$ cat config.mk
export PLATFORM = sky130hd
export DESIGN_NAME = keypoint_reader
export DESIGN_NICKNAME = d
export VERILOG_FILES = /design/src/rtl/keypoint_reader.sv
export SDC_FILE = /design/constraint.sdc
export NUM_CORES = 1
export LEC_CHECK = 0
export CORE_MARGIN = 2
export CORE_UTILIZATION = 45
export DETAILED_ROUTE_END_ITERATION = 8
export PLACE_DENSITY_LB_ADDON = 0.05
export SYNTH_ARGS = -nofsm -noshare
export SYNTH_HDL_FRONTEND = slang
export SYNTH_SLANG_ARGS = --single-unit
$ cat constraint.sdc
create_clock -name clk -period 7.02 [get_ports clk]
set_input_delay 1.404 -clock clk [delete_from_list [all_inputs] [get_ports clk]]
set_output_delay 1.404 -clock clk [all_outputs]
set_load 0.03 [all_outputs]
$ cat src/rtl/keypoint_reader.sv
// keypoint_reader: streams keypoints out of a 2-cycle-latency BRAM through a 4-entry FIFO; define KEYPOINT_READER_BORDER_FILTER_EN to drop image-border points.
module keypoint_reader #(
  parameter int DIMENSION = 64,
  parameter int NUMBER_KEYPOINTS = 1000,
  localparam int W = $clog2(DIMENSION),
  localparam int A = $clog2(NUMBER_KEYPOINTS)
) (
  input  logic           clk,
  input  logic           rst_in,
  input  logic           start,
  input  logic [A-1:0]   key_count,
  output logic [A-1:0]   key_read_addr,
  input  logic [2*W:0]   key_read_data,
  output logic [W-1:0]   kp_x,
  output logic [W-1:0]   kp_y,
  output logic           kp_flag,
  output logic           kp_valid,
  input  logic           kp_ready,
  output logic           busy,
  output logic           done
);
  typedef enum logic [1:0] {IDLE, FETCH, DRAIN} state_t;
  state_t state, state_n;
  logic [A:0] count_q, issued_q, issued_n, kc;
  logic [A-1:0] addr_q;
  logic [1:0] v, in_flight, wp, rp;
  logic [2:0] occ;
  logic [2*W:0] mem [4];
  logic [2*W:0] head;
  logic issue, push, pop, border, drained;
`ifdef KEYPOINT_READER_BORDER_FILTER_EN
  assign border = key_read_data[W-1:0] == '0 || key_read_data[2*W-1:W] == '0 ||
                  key_read_data[W-1:0] == W'(DIMENSION - 1) || key_read_data[2*W-1:W] == W'(DIMENSION - 1);
`else
  assign border = 1'b0;
`endif
  // The first read goes out in the start cycle itself so the first keypoint appears 3 cycles later.
  always_comb begin
    kc = ({1'b0, key_count} > (A+1)'(NUMBER_KEYPOINTS)) ? (A+1)'(NUMBER_KEYPOINTS) : {1'b0, key_count};
    in_flight = {1'b0, v[0]} + {1'b0, v[1]};
    issue = !rst_in && ((state == IDLE && start && kc != '0) ||
            (state == FETCH && issued_q < count_q && 4'(occ) + 4'(in_flight) < 4'd4));
    issued_n = (state == IDLE) ? (A+1)'(issue) : issued_q + (A+1)'(issue);
    key_read_addr = issue ? ((state == IDLE) ? '0 : issued_q[A-1:0]) : addr_q;
    drained = in_flight == 2'd0 && occ == 3'd0;
    state_n = (state == IDLE && start) ? ((kc <= (A+1)'(1)) ? DRAIN : FETCH) :
              (state == FETCH && issued_n == count_q) ? DRAIN :
              (state == DRAIN && drained) ? IDLE : state;
    done = !rst_in && state == DRAIN && drained;
    busy = state != IDLE;
    push = v[1] && !border;
    kp_valid = occ != 3'd0;
    pop = kp_valid && kp_ready;
    head = mem[rp];
    kp_x = head[W-1:0];
    kp_y = head[2*W-1:W];
    kp_flag = head[2*W];
  end
  always_ff @(posedge clk) begin
    if (rst_in) begin
      state <= IDLE;
      addr_q <= '0;
      count_q <= '0;
      issued_q <= '0;
      v <= '0;
      wp <= '0;
      rp <= '0;
      occ <= '0;
    end else begin
      state <= state_n;
      addr_q <= key_read_addr;
      issued_q <= issued_n;
      v <= {v[0], issue};
      if (state == IDLE && start) count_q <= kc;
      if (push) wp <= wp + 2'd1;
      if (pop) rp <= rp + 2'd1;
      occ <= occ + 3'(push) - 3'(pop);
    end
  end
  always_ff @(posedge clk)
    if (push) mem[wp] <= key_read_data;
endmodule

==> results of run 1 <==
## metal layers
metal / vias up / share of wire (%)
met3: 2 / 3.9
met4: 0 / 0.52
li1: 1385 / -
met1: 1286 / 44
met2: 53 / 52
met5: - / 0
## where the power goes
part	total (mW)	internal (mW)	switching, mW
clock network	0.393	0.177	0.216
registers	0.664	0.621	0.0429
logic	0.333	0.164	0.169
## registers in the layout (all words and copies together) (netlist names), named ones only
| name | count |
|---|---|
| mem | 52 |
| issued_q | 11 |
| addr_q | 10 |
| count_q | 10 |
| occ | 3 |
| rp | 2 |
| state | 2 |
| v | 2 |
| wp | 2 |
## worst max-delay path, cell delays in order
cell             delay [ns]
clkdlybuf4s50_1        0.44
nor4_1                 0.31
nand3_1                0.17
o21ai_0                0.17
buf_4                  0.16
o21bai_1               0.15
buf_4                  0.24
o21ai_0                0.18
clkdlybuf4s50_1        0.70
## cell families after synthesis
family / count (synthesis)
AND/OR/NAND/NOR: 103
flip-flops: 96
AO/OA/AOI/OAI: 55
XOR/XNOR: 21
multiplexers: 14
buffers and inverters: 43
adder cells (fa/ha/maj): 21
## layout by cell type, fill, tap and decap left out, types with 3 or more instances in the layout
| cell type | instances |
|---|---|
| xnor2_1 | 10 |
| mux4_2 | 13 |
| inv_1 | 29 |
| ha_1 | 20 |
| nand2b_1 | 4 |
| nor4_1 | 6 |
| a22oi_1 | 4 |
| a21o_1 | 3 |
| o31ai_1 | 7 |
| nor3_1 | 7 |
| clkdlybuf4s50_1 | 52 |
| edfxtp_1 | 52 |
| a31o_2 | 3 |
| clkbuf_8 | 9 |
| xor2_1 | 10 |
| o21ai_0 | 14 |
| nand4_1 | 4 |
| and2_1 | 9 |
| a21oi_1 | 13 |
| inv_8 | 3 |
| nor2_1 | 25 |
| dfxtp_1 | 44 |
| buf_4 | 5 |
| nand2_1 | 23 |
| nand3_1 | 12 |
## through the flow
step | setup WS, ns | hold slack (ns)
2_1_floorplan | 2.541 | 0.4363
3_3_place_gp | 1.755 | 0.4467
3_5_place_dp | 1.680 | 0.4470
4_1_cts | 1.679 | 0.4612
5_1_grt | 1.461 | 0.4955
6_report | 1.686 | 0.4574
## cell type report
| class | count | area [um^2] |
|---|---|---|
| Fill cell | 799 | 4064 |
| Sequential cell | 96 | 2442 |
| Timing Repair Buffer | 57 | 558.0 |
| Clock inverter | 7 | 97.59 |
| Clock buffer | 9 | 123.9 |
| Tap cell | 129 | 161.4 |
| Multi-Input combinational cell | 214 | 1680 |
| Inverter | 30 | 112.6 |
## worst min path at each step
stage	cells after the start	slack, ns	to
5_1_grt	2	0.50	addr_q[4]
3_5_place_dp	2	0.45	count_q[9]
3_3_place_gp	2	0.45	count_q[9]
2_1_floorplan	2	0.44	count_q[5]
4_1_cts	2	0.46	count_q[9]
6_report	2	0.46	count_q[9]
## cells in the mapped netlist, drive strengths merged (5+ instances only)
cell / n / area [um^2]
edfxtp: 52 / 1562
dfxtp: 44 / 880.8
inv: 29 / 108.9
nor2: 25 / 93.84
nand2: 24 / 97.59
ha: 20 / 250.2
a21oi: 14 / 73.82
o21ai: 14 / 70.07
mux4: 13 / 292.8
nand3: 12 / 60.06
xor2: 11 / 115.1
xnor2: 10 / 87.58
and2: 9 / 56.30
clkbuf: 8 / 30.03
nor3: 7 / 35.03
o31ai: 7 / 52.55
nor4: 6 / 37.54
buf: 5 / 25.03
==> impl_metrics.tcl, run 1 <==
set metrics [dict create \
    worstMarginPinSlew_ns 0.8872 \
    die_h_um 101.6 \
    top_usage_layer "met2" \
    hp-class "reg -> reg" \
    antenna_found_initial 0 \
    area_growth_pct 20.65 \
    clock.fmax_mhz 187.5 \
    drc_errors 0 \
    antenna_cells 0 \
    ctsResizeCount 0 \
    postSynthNetCount 401 \
    cts_made_buffers 9 \
    startpoint "key_count[5]" \
    hpwl_um 5864 \
    worst_ep_required_time_ns 5.62 \
    r2r-start "v[1]" \
    slew_headroom_pct 40.77 \
    synth_cell_types 49 \
    wl_per_cell_um 15.30 \
    nets 456 \
    synth_xor_xnor_area_share_pct 4.724 \
    drtPass1Iterations 4 \
    rsz0062_at_grt "no" \
    cp-end-kind "output port" \
    drt_iter0_markers 60 \
    finalSetupTns_ns 0 \
    synth_compound_area_share_pct 8.807 \
    muxShareOfSynthArea_pct 7.057 \
    gr-total-overflow 0 \
    die_w_um 101.6 \
    fin_area_um2 5176 \
    ctsRootBufferMaster "clkbuf_8" \
    clk_pin_slew_ns 0.10 \
    via_per_inst 5.030 \
    cts_sinks 96 \
    placed_area_um2 4955 \
    period_needed_ns 5.334 \
    finalSetupViolations 0 \
    htreeDepth 3 \
    core_um2 9240 \
    vias 2726 \
    p_per_area_nw_per_um2 268.5 \
    pin_count 53 \
    seq_area_frac_synth_pct 56.93 \
    ys_warn_count 0 \
    grt_pass1_wl_um 13020 \
    initial_utilization_pct 46.43 \
    routed_wirelength_um 8293 \
    io_buffers 52 \
    utilization_pct 56.02 \
    grt_max_degree 39 \
    worstSetupPathType "in -> out" \
    reg2reg_slack_ns 2.64 \
    netlist_instances 353 \
    cellLeakagePower_nw 1.821 \
    synthAdderAreaFrac_pct 6.299 \
    crit_end "key_read_addr[0]" \
    hold_start "count_q[9]" \
    grtUsageTotal_pct 16.79 \
    die_area_um2 10330 \
    cts_setup_buffers 0 \
    clock_path_buffers 2 \
    synth-simple-area-share_pct 12.28 \
    floorplan.rows 35 \
    status "completed" \
    power_mw 1.390 \
    period_share_pct 75.99 \
    worstPathMaxFanout 16 \
    synth_top_family_by_area "simple AND/OR/NAND/NOR gates" \
    clkLatencyLatePin_ns 0.36 \
    finClkSkew_ns 0.009026 \
    synthArstFlopShare_pct 0 \
    synth_enable_flop_cells 52 \
    grt_use_met2_pct 29.55 \
    drv_slew 0 \
    maxCapViolCount 0 \
    rr_worst_depth 17 \
    cp.arrival_ns 3.93 \
    synth_seq_cells 96 \
    grt_use_met3_pct 3.727 \
    fin_cells 542 \
    synth.avg_cell_area_um2 12.15 \
    synthesis.area_um2 4290 \
    grt_pass1_vias 2652 \
    ant_nets 0 \
    critPathLaunchType "input port" \
    place_inst 526 \
    ctsHoldBuffers 0 \
    drive_above_1_share_pct 10.90 \
    r2r_end "state[1]" \
    ys.flop_type "edfxtp_1" \
    hold_viol 0 \
    gp_congestion 0.7840 \
    use_met1_pct 20.63 \
    ir_drop_uv 114.5 \
    cts_tree "yes" \
]
No activity file was read; power rests on OpenSTA's default activity.
==> run 2: changes to the inputs <==
==> constraint.sdc (replaced) <==
create_clock -name clk -period 4.6 [get_ports clk]
set_input_delay 0.92 -clock clk [delete_from_list [all_inputs] [get_ports clk]]
set_output_delay 0.92 -clock clk [all_outputs]
set_load 0.03 [all_outputs]
==> impl_metrics.tcl, run 2 (synthesis gave the netlist of run 1 again) <==
set metrics [dict create \
    die_h_um 101.6 \
    ir_drop_uv 174.5 \
    fin_cells 544 \
    placed_area_um2 4970 \
    drt_iter0_markers 95 \
    ctsRootBufferMaster "clkbuf_8" \
    via_per_inst 5.182 \
    io_buffers 52 \
    internal-power_mw 1.577 \
    largest-register "mem" \
    p_per_area_nw_per_um2 420.0 \
    pin_count 53 \
    gp_congestion 0.8439 \
    area_growth_pct 21.78 \
    vias 2819 \
    hold_viol 0 \
    grt_max_degree 39 \
    top_regs "mem x52, issued_q x11" \
    fin_area_um2 5225 \
    clkLatencyLatePin_ns 0.35 \
    hpwl_um 6082 \
    antenna_found_initial 0 \
    worstMarginPinSlew_ns 0.8764 \
    holdPathStages 2 \
    cellLeakagePower_nw 1.846 \
    p_sw_mw 0.6180 \
    cts_setup_buffers 0 \
    worstSetupPathType "in -> out" \
    rr_worst_depth 16 \
    finalSetupViolations 0 \
    layout.cells.most_common_list "52 x clkdlybuf4s50_1, 52 x edfxtp_1, 44 x dfxtp_1, 29 x inv_1, 25 x nor2_1" \
    grtUsageTotal_pct 17.93 \
    nets 458 \
    hp-class "reg -> reg" \
    wl_per_cell_um 15.68 \
    cp.arrival_ns 3.37 \
    period_needed_ns 4.286 \
    cts_sinks 96 \
    die_w_um 101.6 \
    cts_made_buffers 9 \
    pwr-share-seq_pct 46.2 \
    clock.fmax_mhz 233.3 \
    die_area_um2 10330 \
    clk_pin_slew_ns 0.09 \
    p_sw_share_pct 28.16 \
    ctsHoldBuffers 0 \
    status "completed" \
    largest_register_ffs 52 \
    comb_power_share_pct 23.4 \
    worst_ep_required_time_ns 3.68 \
    cts_tree "yes" \
    worstPathMaxFanout 20 \
    floorplan.rows 35 \
    clock_path_buffers 2 \
    antenna_cells 0 \
    ant_nets 0 \
    drive_above_1_share_pct 11.08 \
    rsz0062_at_grt "no" \
    routed_wirelength_um 8529 \
    grt_pass1_wl_um 14070 \
    ctsResizeCount 0 \
    slew_headroom_pct 41.50 \
    finalSetupTns_ns 0 \
    period_share_pct 93.17 \
    drc_errors 0 \
    critPathLaunchType "input port" \
    initial_utilization_pct 46.43 \
    clkPwrFrac_pct 30.4 \
    drv_slew 0 \
    core_um2 9240 \
    finClkSkew_ns 0.009035 \
    grt_pass1_vias 2863 \
    maxCapViolCount 0 \
    place_inst 528 \
    cp-end-kind "output port" \
    whs_ns 0.4668 \
    drtPass1Iterations 4 \
    fillers 823 \
    htreeDepth 3 \
    gr-total-overflow 0 \
]
## run 2: cell count changes in the layout (fill, tap and decap cells not counted), sizes merged
cell	delta
clkbuf	+3
bufinv	+1
buf	+2
clkinv	-3
inv	-1
## run 2: layer usage
layer	part of all wire (%)	track usage (%)	up-vias	wire [um]
met3	4.1	4.072	16	353
li1	-	-	1390	-
met2	49	30.47	51	4212
met4	2.1	6.549	0	178
met1	44	22.42	1362	3784
met5	0	0	-	0
## run 2: final cells by class
cell class | instances | area (um^2) | area share [%]
clock inverter | 4 | 77.57 | 1.485
clock buffer | 12 | 177.7 | 3.400
inverter | 30 | 112.6 | 2.155
tap | 129 | 161.4 | 3.089
sequential | 96 | 2442 | 46.74
timing repair buffer | 59 | 573.1 | 10.97
multi-input combinational | 214 | 1680 | 32.16
## run 2: worst max-delay path, stage by stage
cell and delay [ns]:
clkdlybuf4s50_1 0.45, nor4_1 0.27, nand3_1 0.15, o21ai_0 0.25
o21bai_1 0.14, buf_4 0.23, o21ai_0 0.23, clkdlybuf4s50_1 0.71
## run 2: final timing paths
check	start	endpoint	slack, ns
worst max-delay path	key_count[6]	key_read_addr[8]	0.31
worst min-delay path	addr_q[7]	addr_q[7]	0.47
worst max register to register	v[1]	state[1]	0.67
worst min register to register	addr_q[7]	addr_q[7]	0.47
## run 2: power by group through the flow
stage	clock network [mW]	registers, mW	logic [mW]
2_1_floorplan	0	0.996	0.371
3_3_place_gp	0	1.04	0.514
3_5_place_dp	0	1.04	0.519
4_1_cts	0.688	1.02	0.521
5_1_grt	0.725	1.03	0.561
6_report	0.667	1.01	0.515
## run 2: stage by stage
step	utilization, %	total power [mW]	setup slack [ns]
finish	56.55	2.195	0.3142
global placement	53.78	1.551	0.3117
global route	56.55	2.314	0.05647
CTS	56.55	2.229	0.2810
detailed placement	53.78	1.557	0.2761
floorplan	-	1.367	0.7974
==> run 3: changes to the inputs <==
--- a/config.mk
+++ b/config.mk
@@ -9,6 +9,7 @@
 export CORE_UTILIZATION = 45
 export DETAILED_ROUTE_END_ITERATION = 8
 export PLACE_DENSITY_LB_ADDON = 0.05
+export SETUP_SLACK_MARGIN = 0.5
 export SYNTH_ARGS = -nofsm -noshare
 export SYNTH_HDL_FRONTEND = slang
 export SYNTH_SLANG_ARGS = --single-unit
==> impl_metrics.tcl, run 3 (synthesis gave the netlist of run 1 again) <==
set metrics [dict create \
    status "completed" \
    hold_viol 0 \
    p_per_area_nw_per_um2 423.4 \
    core_um2 9240 \
    hold_start "v[0]" \
    holdPathStages 2 \
    drt_iter0_markers 92 \
    seq_area_um2 2444 \
    worst_ep_required_time_ns 3.68 \
    reg2reg_slack_ns 0.87 \
    slew_headroom_pct 40.45 \
    cts_sinks 96 \
    period_share_pct 83.18 \
    cp.arrival_ns 2.91 \
    antenna_found_initial 0 \
    cellLeakagePower_nw 1.855 \
    cp-end-kind "output port" \
    period_needed_ns 3.826 \
    rr_worst_depth 16 \
    die_w_um 101.6 \
    gp_congestion 0.8439 \
    pwr-share-seq_pct 46.2 \
    hpwl_um 6082 \
    clock.fmax_mhz 261.4 \
    grt_pass1_vias 2859 \
    ir_drop_uv 174.6 \
    nets 458 \
    power_mw 2.197 \
    p_sw_share_pct 28.22 \
    multiInputGateArea_um2 1693 \
    drive_above_1_share_pct 14.46 \
    initial_utilization_pct 46.43 \
    fillers 825 \
    hp-class "reg -> reg" \
    htreeDepth 3 \
    grtUsageTotal_pct 17.92 \
    largest_register_ffs 52 \
    r2r-start "v[1]" \
    maxCapViolCount 0 \
    drc_errors 0 \
    cts_made_buffers 9 \
    place_inst 528 \
    layout_commonest_cell "edfxtp_1" \
    ant_nets 0 \
    layout.cells.most_common_list "52 x edfxtp_1, 43 x dfxtp_1, 42 x clkdlybuf4s50_1, 29 x inv_1, 25 x nor2_1" \
    critPathLaunchType "input port" \
    largest-register "mem" \
    io_buffers 52 \
    p_sw_mw 0.6201 \
    vias 2802 \
    grt_max_degree 39 \
    cts_tree "yes" \
    fin_cells 544 \
    gr-total-overflow 0 \
    clkLatencyLatePin_ns 0.35 \
    wl_per_cell_um 15.81 \
    r2r_end "state[1]" \
    grt_pass1_wl_um 14060 \
    worstSetupPathType "in -> out" \
    drv_slew 0 \
    die_area_um2 10330 \
    ctsRootBufferMaster "clkbuf_8" \
    via_per_inst 5.151 \
    clock_path_buffers 2 \
    internal-power_mw 1.577 \
    area_growth_pct 20.94 \
    clk_pin_slew_ns 0.09 \
    cts_setup_buffers 0 \
    finClkSkew_ns 0.008300 \
    min_to "v[1]" \
    drtPass1Iterations 4 \
    comb_power_share_pct 23.4 \
    top_regs "mem x52, issued_q x11" \
    worstPathMaxFanout 20 \
    antenna_cells 0 \
    ctsHoldBuffers 0 \
    worstMarginPinSlew_ns 0.8920 \
    die_h_um 101.6 \
    rsz0062_at_grt "no" \
    pin_count 53 \
    routed_wirelength_um 8600 \
    finalSetupViolations 0 \
    finalSetupTns_ns 0 \
    whs_ns 0.4617 \
    floorplan.rows 35 \
    clkPwrFrac_pct 30.4 \
]
run 3: cell count changes in the layout (fill, tap and decap cells not counted):
cell / previous run / this run
dfxtp_2: 0 / 1
xor2_1: 10 / 9
clkbuf_2: 0 / 10
xor2_2: 0 / 1
ha_2: 0 / 2
clkdlybuf4s50_1: 52 / 42
dfxtp_1: 44 / 43
ha_1: 20 / 18
run 3: repair_timing:
item,CTS,global route
gates resized for setup,10,34
pin swaps,0,0
endpoints found under the setup margin,10,12
run 3: metrics by stage:
step	area, um^2	utilization [%]	setup slack, ns
floorplan	4290	-	0.7974
finish	5189	56.15	0.7739
CTS	5213	56.41	0.5785
detailed placement	4970	53.78	0.2761
global placement	4970	53.78	0.3117
global route	5189	56.15	0.5183
run 3: area by class of cell:
class	instances	share of cell area, %
flip-flops and latches	96	47.09
multi-input cells	214	32.63
clock inverters	4	1.495
repair buffers	59	10.08
inverters	30	2.170
well taps	129	3.111
clock buffers	12	3.424
run 3: power groups by stage:
stage	Combinational (mW)	Sequential (mW)	Clock, mW
2_1_floorplan	0.371	0.996	0
3_3_place_gp	0.514	1.04	0
5_1_grt	0.562	1.03	0.725
6_report	0.515	1.01	0.668
4_1_cts	0.521	1.02	0.688
3_5_place_dp	0.519	1.04	0
run 3: layer usage:
| layer | up-vias | global-route usage, % | part of all wire, % |
|---|---|---|---|
| met5 | - | 0 | 0 |
| met1 | 1350 | 22.38 | 44 |
| met3 | 17 | 4.072 | 3.9 |
| met4 | 0 | 6.549 | 2.1 |
| met2 | 48 | 30.47 | 50 |
| li1 | 1387 | - | - |
run 3: worst max-delay path: stages:
cell	delay, ns
clkdlybuf4s50_1	0.45
nor4_1	0.27
nand3_1	0.15
o21ai_0	0.25
o21bai_1	0.14
buf_4	0.23
o21ai_0	0.23
clkbuf_2	0.25
run 3: worst max-delay path by stage:
| stage | cells after the start | startpoint | to | slack [ns] |
|---|---|---|---|---|
| floorplan | 17 | v[1] | state[1] | 0.80 |
| global placement | 8 | key_count[5] | key_read_addr[8] | 0.31 |
| detailed placement | 8 | key_count[6] | key_read_addr[8] | 0.28 |
| CTS | 8 | key_count[6] | key_read_addr[8] | 0.58 |
| global route | 8 | key_count[6] | key_read_addr[8] | 0.52 |
| finish | 8 | key_count[6] | key_read_addr[8] | 0.77 |
